$ cat src/rtl/inst_buffer_pkg.sv
// Shared fetch-side types for the instruction buffer: the prefetch packet
// handed from prefetch_queue to decode, and the default buffer depth.
package inst_buffer_pkg;

  localparam int IB_DEPTH = 8;

  typedef struct packed {
    logic        valid;
    logic [31:0] inst;
    logic [31:0] PC;
    logic [31:0] NPC;
  } PREFETCH_PACKET;

endpackage

$ cat src/rtl/inst_buffer.sv
// In-order instruction FIFO between prefetch_queue and decode.
// fetch_en is a pure function of registered occupancy, so fetch stalls
// without any combinational path from deq. A flush (taken branch) empties
// the buffer in one edge so no wrong-path instruction reaches decode.
module inst_buffer
  import inst_buffer_pkg::*;
#(
  parameter int DEPTH = IB_DEPTH,
  parameter int CNT_W = $clog2(DEPTH) + 1
) (
  input  logic             clock,
  input  logic             reset,
  input  logic             flush,
  input  PREFETCH_PACKET   packet_in,
  input  logic             deq,
  output PREFETCH_PACKET   packet_out,
  output logic [CNT_W-1:0] count,
  output logic             full,
  output logic             empty,
  output logic             fetch_en
);

  localparam int PTR_W = $clog2(DEPTH);

  PREFETCH_PACKET   mem [DEPTH];
  logic [PTR_W-1:0] head;
  logic [PTR_W-1:0] tail;
  logic [PTR_W-1:0] head_next;
  logic [PTR_W-1:0] tail_next;
  logic [CNT_W-1:0] count_next;
  logic             enq_fire;
  logic             deq_fire;
  logic             mem_we;

  // Status comes from the occupancy register only; a full buffer refuses
  // packet_in even when decode dequeues in the same cycle.
  assign full     = (count == CNT_W'(DEPTH));
  assign empty    = (count == '0);
  assign fetch_en = !full;

  // Next-state: flush wins over enqueue and dequeue; pointers wrap mod DEPTH.
  always_comb begin
    enq_fire   = packet_in.valid && !full;
    deq_fire   = deq && !empty;
    head_next  = head;
    tail_next  = tail;
    count_next = count;
    mem_we     = 1'b0;
    if (flush) begin
      head_next  = '0;
      tail_next  = '0;
      count_next = '0;
    end else begin
      if (enq_fire) begin
        mem_we    = 1'b1;
        tail_next = tail + PTR_W'(1);
      end
      if (deq_fire) begin
        head_next = head + PTR_W'(1);
      end
      count_next = count + CNT_W'(enq_fire) - CNT_W'(deq_fire);
    end
  end

  // Head entry straight from storage, zeroed when empty so stale or
  // never-written slots are never exposed.
  always_comb begin
    packet_out = '0;
    if (!empty) begin
      packet_out       = mem[head];
      packet_out.valid = 1'b1;
    end
  end

  // Control state takes the synchronous active-low reset; the data array does not.
  always_ff @(posedge clock) begin
    if (!reset) begin
      head  <= '0;
      tail  <= '0;
      count <= '0;
    end else begin
      head  <= head_next;
      tail  <= tail_next;
      count <= count_next;
    end
    if (reset && mem_we) begin
      mem[tail] <= packet_in;
    end
  end

endmodule
$ cat config.mk
export PLATFORM = sky130hd
export DESIGN_NAME = inst_buffer
export DESIGN_NICKNAME = d
export VERILOG_FILES = /design/src/rtl/inst_buffer_pkg.sv /design/src/rtl/inst_buffer.sv
export SDC_FILE = /design/constraint.sdc
export NUM_CORES = 1
export LEC_CHECK = 0
export BUFFER_PORTS_ARGS = -buffer_cell sky130_fd_sc_hd__buf_2
export CORE_MARGIN = 3
export CORE_UTILIZATION = 54
export CTS_CLUSTER_SIZE = 14
export DETAILED_ROUTE_END_ITERATION = 16
export GPL_TIMING_DRIVEN = 0
export PLACE_DENSITY = 0.72
export SYNTH_ARGS = -nofsm -noshare
export SYNTH_HDL_FRONTEND = slang
export SYNTH_SLANG_ARGS = --single-unit
$ cat constraint.sdc
create_clock -name clock -period 8.8 [get_ports clock]
set_input_delay 0.88 -clock clock [delete_from_list [all_inputs] [get_ports clock]]
set_output_delay 0.88 -clock clock [all_outputs]
set_load 0.1 [all_outputs]
# After elaboration in Yosys (flattened, before gate mapping)
# Memories as Yosys holds them, arrays and structs flattened. A register that Yosys moved wholly into a read port is not among the register bits.
# Cells that the tools add are included.
[op_classes]
addsub = 4
bitwise_logic = 1
reduce_logical = 7
n_eq_ne = 1
n_mux = 7
[op_table]
columns = ["operator", "count"]
rows = [
  ["97-bit two-way mux", 1],
  ["3-bit by 1-bit adder with 3-bit output, second input constant", 2],
  ["3-bit two-way mux", 2],
  ["4-bit by 1-bit adder with 4-bit output", 1],
  ["4-bit == test, second input constant", 1],
  ["4-bit logical NOT", 1],
  ["1-bit two-way mux", 4],
  ["4-bit by 1-bit subtractor with 4-bit output", 1],
  ["1-bit logical AND", 3],
  ["1-bit logical NOT", 2],
  ["2-bit OR reduction", 1],
  ["1-bit NOT", 1],
]
[word_totals]
inputBits = 101
output_inout_bits = 104
elab_cells = 24
memories = 1
mem_bits_rw = 776
ff_bits = 10
[memory_table]
columns = ["name", "depth", "width", "rd", "rd_clocked_by_memory_dff", "write_ports", "line_no", "source"]
rows = [
  ["mem", 8, 97, 1, 1, 1, "inst_buffer.sv:25", "PREFETCH_PACKET mem [DEPTH];"],
]

# Longest topological paths before layout
# Gate-level depths: netlist of run 1.
[logic_depth]
depth_word = 8
depth_mapped = 11
depth_no_buf = 10

# Worst setup path before layout of run 1
# OpenSTA, ideal clock, no wires.
[synth_path]
path_kind = "flip-flop to flip-flop"
start = "register count[2]"
end = "memory mem[0][0] (netlist name) (enable)"
required_time_ns = 8.131
path_buffers = 1
path_stages_with_launch = 8
slack_ns = -1.654
arrival_time_ns = 9.785
cell_sequence = "dfxtp_1 -> inv_1 -> ha_1 -> or3b_2 -> buf_2 -> inv_1 -> or4_1 -> nor3_1"
[synth_between]
elab_chain_len = 8
[synth_lines]
columns = ["item", "line_no", "source"]
rows = [
  ["start: declaration", "inst_buffer.sv:17", "output logic [CNT_W-1:0] count,"],
  ["start signal: assignment", "inst_buffer.sv:84", "count <= count_next;"],
  ["4-bit == test", "inst_buffer.sv:37", "assign full = (count == CNT_W'(DEPTH));"],
  ["1-bit logical NOT", "--", ""],
  ["via fetch_en", "inst_buffer.sv:20", "output logic fetch_en"],
  ["1-bit logical AND", "inst_buffer.sv:43", "enq_fire = packet_in.valid && !full;"],
  ["1-bit two-way mux", "inst_buffer.sv:54", "if (enq_fire) begin"],
  ["1-bit two-way mux", "inst_buffer.sv:49", "if (flush) begin"],
  ["1-bit logical AND", "inst_buffer.sv:86", "if (reset && mem_we) begin"],
  ["1-bit two-way mux", "inst_buffer.sv:86", ""],
  ["1-bit two-way mux (implied by the code)", "inst_buffer.sv:87", "mem[tail] <= packet_in;"],
  ["end: declaration", "inst_buffer.sv:25", ""],
]
# The timed path passes the listed nets, and every way through them passes these cells.

==> results by group, run 1 <==
Layout
  – Final Non-Filler Cells: 2288
  – Filler Cells Inserted: 3387
  – Layout net count: 1638
  – Area delta synth->final: 17.9%
  – Share of cells above drive strength 1: 36.7%

Synthesis
  – Synth Area per Inst: 24.2 um^2
  – Seq/Total Area, Yosys: 79.7%
  – Mapped Cells: 1208
  – Synthesized flop and latch total: 781
  – Mapped Area: 29300 um^2
  – Syn_nets: 1317
  – Yosys warns: 0
  – Post-synth cell types: 31

Pwr
  – Sw Share: 28.8%
  – Sw Pwr: 2.52 mW
  – Pint: 6.22 mW
  – Pwr Density: 253 nW/um^2
  – Power share of the combinational group: 16.9%
  – Clk pwr share: 36.0%
  – VDD IR-drop max: 206 uV
  – Register share of total power: 47.1%
  – Pleak: 11.2 nW

Floorplan
  – Die H: 239 um
  – Starting Density: 55.1%
  – Row cnt: 84
  – Die ar.: 57000 um^2
  – DIE WIDTH: 239 um
  – Core ar.: 53100 um^2
  – I/O Pins: 205

Drt
  – Routed WL: 61100 um
  – Vias per cell: 6.06
  – Detailed Route Iter0 Violations: 1231
  – ANT nets after route: 0
  – DRC: 0
  – Routed via count: 13900
  – Per-cell routed wire length: 26.7 um
  – Drt first pass iters: 7

Global route
  – Wire length of the first global-routing pass: 91600 um
  – Largest net degree at the start of global routing: 26
  – Initial antenna violation count: 9
  – GRT Total Usage: 22.0%
  – GRT overflow: 0
  – Vias in the first global route: 14400

Clocking
  – Later-pin clock latency in the skew report: 0.61 ns
  – Htree depth: 3
  – CTS sink count: 781
  – Clock root buffer: clkbuf_16
  – Hold-fix buffers, CTS: 0
  – Worst-case clock buffer depth: 3
  – Post_cts resized: 0
  – TritonCTS clock tree: yes
  – Post-CTS setup buffers: 0
  – Num CTS Buffers: 76
  – Clock-pin slew on the worst setup and hold paths: 0.06 ns

Place
  – Pre-CTS setup slack: 4.60 ns
  – Hpwl dp: 38200 um
  – Placed cell count: 2139
  – Placer Congestion: 0.702
  – Number of buffers added on ports: 204

STA
  – Final worst slack: 3.99 ns
  – Endpoints failing hold: 0
  – Final Skew: 0.0198 ns
  – Max Slew Vio Count: 0
  – Post-layout minimum cycle time: 4.81 ns
  – Fin Hold WS: 0.503 ns
  – Setup TNS: 0 ns
  – Max Clk Rate: 208 MHz
  – RSZ-0062 raised after global routing: no
  – Tcrit/Tclk final: 54.7%
  – # setup viols final: 0
  – Slew Limit Headroom: 23.2%
  – Worst-Margin Slew: 1.15 ns

Worst setup path
  – Crit-path slowest cell: nor2_1
  – CP Capture Type: output pin
  – Worst Path Required: 7.92 ns
  – Worst Setup SP: count[2]$_SDFF_PP0_
  – Setup CP Type: reg2out
  – Max FO, Critical Path: 10
  – Crit-path cells: inv_1 > ha_1 > or3b_1 > buf_2 > inv_2 > nor2_1 > buf_2 > buf_2 > a22o_1 > buf_2
  – Top cell by count, worst path: buf_2
  – Slowest stage delay, CP: 0.86 ns
  – CP Data Arrival Time: 3.93 ns
  – Reg2reg start: count[2]$_SDFF_PP0_
  – CP Launch Type: flop

Min path
  – Hold Path Class: reg2reg
  – HP Start: head[2]$_SDFFE_PP0P_

Status
  – Status: finished, final reports clean

Flow run
  – MaxCap Viol Count: 0
==> per-stage QoR <==
step / area (um^2) / total power [mW] / util, %
floorplan: 29300 / 5.36 / -
global placement: 31200 / 5.67 / 58.7
detailed placement: 32100 / 5.69 / 60.4
CTS: 34500 / 8.81 / 65.0
global route: 34500 / 9.01 / 65.0
finish: 34500 / 8.74 / 65.0
==> flip-flops by register name, summed over array words and instances, names as in the netlist, named ones only <==
register	flops
tail	3
mem	768
head	3
count	4
==> synthesized netlist by cell type <==
cell type / n / area [um^2]
nand4_1: 1 / 6.26
clkbuf_1: 31 / 116
mux4_2: 192 / 4320
xor2_1: 2 / 17.5
inv_2: 1 / 3.75
dfxtp_1: 13 / 260
nor2b_1: 1 / 6.26
edfxtp_1: 768 / 23100
o21ai_0: 4 / 20.0
nor2_1: 9 / 33.8
or3_1: 2 / 12.5
a21oi_1: 11 / 55.1
nor3_1: 2 / 10.0
a21o_1: 1 / 7.51
or3b_2: 1 / 8.76
nand2_1: 4 / 15.0
inv_1: 9 / 33.8
and2_1: 1 / 6.26
mux2i_1: 1 / 10.0
buf_2: 28 / 140
or4_1: 3 / 22.5
buf_6: 6 / 67.6
ha_1: 7 / 87.6
nand2b_1: 4 / 25.0
a22o_1: 96 / 841
buf_1: 2 / 7.51
or3b_1: 1 / 8.76
and2_4: 1 / 8.76
o31ai_1: 2 / 15.0
nand3_1: 3 / 15.0
fa_1: 1 / 20.0
==> routing by layer <==
layer  share of wire [%]  global-route usage [%]  wire (um)
met1                  41                    32.1      25300
met2                  49                    34.7      30100
met3                 7.2                    4.45       4390
met4                 2.0                    6.45       1220
met5                0.12                       0         76
==> critical path: cells and delay by family, from the launching register on <==
| kind | cells | cell delay [ns] |
|---|---|---|
| AO/OA/AOI/OAI | 1 | 0.22 |
| AND/OR/NAND/NOR | 2 | 1.01 |
| adder cells (fa/ha/maj) | 1 | 0.20 |
| flip-flops | 1 | 0.33 |
| buffers and inverters | 6 | 1.56 |
==> logic make-up after synthesis <==
| kind of cell | synth area share, % |
|---|---|
| simple gates | 0.611 |
| xor+xnor | 0.0599 |
| flops | 79.7 |
| buf+inv | 1.26 |
| compound gates | 3.21 |
| mux | 14.8 |
| fa+ha+maj | 0.368 |
==> cell usage in the layout (no fill, tap or decap), types with 2 or more instances in the layout <==
cell,netlist,layout
edfxtp_1,768,768
buf_2,28,232
mux4_2,192,192
a22o_1,96,96
clkbuf_16,0,78
clkbuf_1,31,45
clkinv_1,0,22
buf_12,0,20
dfxtp_1,13,13
buf_16,0,13
clkinv_2,0,12
a21oi_1,11,11
inv_1,9,9
diode_2,0,8
ha_1,7,7
buf_6,6,6
nor2_4,0,6
bufinv_16,0,6
buf_8,0,6
nand2_1,4,4
nand2b_1,4,4
o21ai_0,4,4
inv_6,0,4
nor2_1,9,3
nand3_1,3,3
or4_1,3,3
xor2_1,2,2
buf_1,2,2
nor3_4,0,2
or3_1,2,2
o31ai_1,2,2
clkbuf_8,0,2
==> path summary, 6_finish.rpt <==
| check | end | slack (ns) | cells after the start |
|---|---|---|---|
| worst max-delay path | packet_out[64] | 3.99 | 10 |
| worst min-delay path | head[2]$_SDFFE_PP0P_ | 0.50 | 2 |
| worst min register to register | head[2]$_SDFFE_PP0P_ | 0.50 | 2 |
| worst max register to register | mem[0][61]$_DFFE_PP_ | 5.26 | 11 |
==> area by class of cell <==
cell class / instances / area [um^2] / area share, %
clock inverter: 47 / 390 / 1.13
timing repair buffer: 243 / 1870 / 5.42
tap: 688 / 861 / 2.49
antenna: 8 / 20.0 / 0.0580
clock buffer: 94 / 2030 / 5.89
inverter: 10 / 37.5 / 0.109
buffer: 67 / 332 / 0.961
sequential: 781 / 23300 / 67.6
multi-input combinational: 350 / 5640 / 16.4
==> power groups by stage <==
| stage | registers [mW] | logic, mW | clock network [mW] |
|---|---|---|---|
| 2_1_floorplan | 4.22 | 1.14 | 0 |
| 3_3_place_gp | 4.20 | 1.46 | 0 |
| 3_5_place_dp | 4.20 | 1.49 | 0 |
| 4_1_cts | 4.12 | 1.49 | 3.20 |
| 5_1_grt | 4.12 | 1.53 | 3.36 |
| 6_report | 4.12 | 1.48 | 3.15 |
Note: power is estimated with default switching activity, not from simulation.
==> run 2: changes to the inputs <==
==> constraint.sdc (replaced) <==
create_clock -name clock -period 4.3 [get_ports clock]
set_input_delay 0.43 -clock clock [delete_from_list [all_inputs] [get_ports clock]]
set_output_delay 0.43 -clock clock [all_outputs]
set_load 0.1 [all_outputs]
==> run 2 against run 1 <==
Against the previous run: flip-flop and latch count did not move; largest power group unchanged; highest routed layer unchanged; utilization fell by 0.25 points; sequential share of layout area rose by 0.29 points; final area fell by 0.39%; hold slack got worse by 0.41 ns; combinational power rose by 100%; cell count fell by 0.52%; clock skew rose by 0.0086 ns; largest cell class unchanged; sequential power rose by 100%.
==> results by group, run 2 (synthesized netlist as in run 1, its figures left out) <==
Status
  – Status: finished, final reports clean

Global route
  – Initial antenna violation count: 13
  – GRT overflow: 0
  – Met2 Resource Use GR: 35.9%
  – GRT Total Usage: 22.2%
  – Met1 Use GR: 31.1%
  – Wire length of the first global-routing pass: 92500 um
  – Largest net degree at the start of global routing: 26
  – Met3 Use GR: 5.10%
  – Busiest grt layer: met2
  – Vias in the first global route: 14500

Layout
  – Layout net count: 1636
  – Largest register FFs: 768
  – Area taken by flip-flops and latches: 23300 um^2
  – Area delta synth->final: 17.4%
  – Area of the multi-input gates: 5650 um^2
  – Most common cell after layout, fill and taps aside: edfxtp_1
  – Final Non-Filler Cells: 2276
  – Largest reg by FF count: mem
  – Filler Cells Inserted: 3419
  – Share of cells above drive strength 1: 36.8%
  – Most frequent cells in the layout: 768 x edfxtp_1, 231 x buf_2, 192 x mux4_2
  – Util after Layout: 64.8%
  – Largest regs: mem: 768 flops, count: 4 flops

Floorplan
  – Die ar.: 57000 um^2
  – Die H: 239 um
  – I/O Pins: 205
  – Core ar.: 53100 um^2
  – Row cnt: 84
  – Starting Density: 55.1%
  – DIE WIDTH: 239 um

Clocking
  – Later-pin clock latency in the skew report: 0.61 ns
  – Clock root buffer: clkbuf_16
  – Hold-fix buffers, CTS: 0
  – Num CTS Buffers: 75
  – TritonCTS clock tree: yes
  – Clock-pin slew on the worst setup and hold paths: 0.06 ns
  – Worst-case clock buffer depth: 3
  – CTS sink count: 781
  – Htree depth: 3

STA
  – Post-layout minimum cycle time: 3.92 ns
  – Max Clk Rate: 255 MHz
  – RSZ-0062 raised after global routing: no
  – Worst-Margin Slew: 1.00 ns
  – Setup TNS: 0 ns
  – Max Slew Vio Count: 0
  – Final Skew: 0.0284 ns
  – Tcrit/Tclk final: 91.1%
  – Slew Limit Headroom: 33.1%
  – # setup viols final: 0
  – Endpoints failing hold: 0

Worst setup path
  – Setup CP Type: reg2out
  – CP Launch Type: flop
  – CP Data Arrival Time: 3.49 ns
  – Max FO, Critical Path: 10
  – Worst Path Required: 3.87 ns
  – CP Capture Type: output pin

Drt
  – Drt first pass iters: 5
  – Routed WL: 61200 um
  – Detailed Route Iter0 Violations: 1357
  – ANT nets after route: 0
  – Vias per cell: 6.05
  – DRC: 0
  – Routed via count: 13800
  – Per-cell routed wire length: 26.9 um

Min path
  – Hold Path Class: in2reg

Place
  – Placed cell count: 2138
  – Number of buffers added on ports: 204
  – Placer Congestion: 0.715
  – Hpwl dp: 38600 um

Pwr
  – VDD IR-drop max: 480 uV
  – Pwr Density: 512 nW/um^2
  – Pleak: 11.1 nW

Flow run
  – MaxCap Viol Count: 0
==> run 2: cell count changes in the layout (fill, tap and decap cells not counted), sizes merged <==
cell,previous run,this run
buf,279,278
bufinv,6,3
clkbuf,125,131
clkinv,36,25
diode,8,9
inv,14,10
==> run 2: layout make-up <==
cell class,count,share of cell area (%)
timing repair buffer,242,5.41
tap,688,2.50
clock inverter,29,0.601
buffer,67,1.01
sequential,781,67.9
antenna,9,0.0655
clock buffer,100,5.98
inverter,10,0.120
multi-input combinational,350,16.4
==> run 2: repair_timing <==
action | 4_1_cts | 5_1_grt
gates resized for setup | 0 | 1
setup endpoints to repair | 0 | 10
buffers inserted | 0 | 0
==> run 2: final timing paths <==
| kind | slack (ns) | cells after the start | to | startpoint |
|---|---|---|---|---|
| max reg2reg | 0.70 | 12 | mem[0][55]$_DFFE_PP_ | count[2]$_SDFF_PP0_ |
| min reg2reg | 0.51 | 2 | tail[2]$_SDFFE_PP0P_ | tail[2]$_SDFFE_PP0P_ |
| min | 0.09 | 1 | mem[2][17]$_DFFE_PP_ | packet_in[17] |
| max | 0.38 | 10 | packet_out[54] | count[2]$_SDFF_PP0_ |
==> run 2: power by group <==
group          internal (mW)  total (mW)  switching (mW)
clock                   3.52        6.12            2.60
combinational          0.600        3.03            2.43
sequential              8.42        8.44          0.0190
total                   12.5        17.6            5.05
==> run 2: worst max-delay path: stages, from the launching register on <==
cell	delay, ns
dfxtp_4	0.35
inv_2	0.05
ha_1	0.17
or3b_1	0.15
buf_2	0.17
inv_2	0.09
nor2_2	0.45
buf_2	0.43
buf_2	0.34
a22o_1	0.23
buf_2	0.44
==> run 2: routing by layer <==
metal,wire length (um),vias up
met5,69,-
met1,24900,7275
met2,30500,482
li1,-,5897
met3,4440,102
met4,1270,12
==> run 2: per-stage QoR <==
step	setup WS (ns)	total power, mW	area [um^2]	hold WS, ns
after global placement	-2.21	11.6	31200	0.475
final	0.385	17.6	34400	0.0929
after global routing	0.247	18.1	34400	0.0765
after detailed placement	0.702	11.6	32100	0.505
after CTS	0.0488	17.8	34300	0.0500
after floorplan	-0.794	11.0	29400	0.463
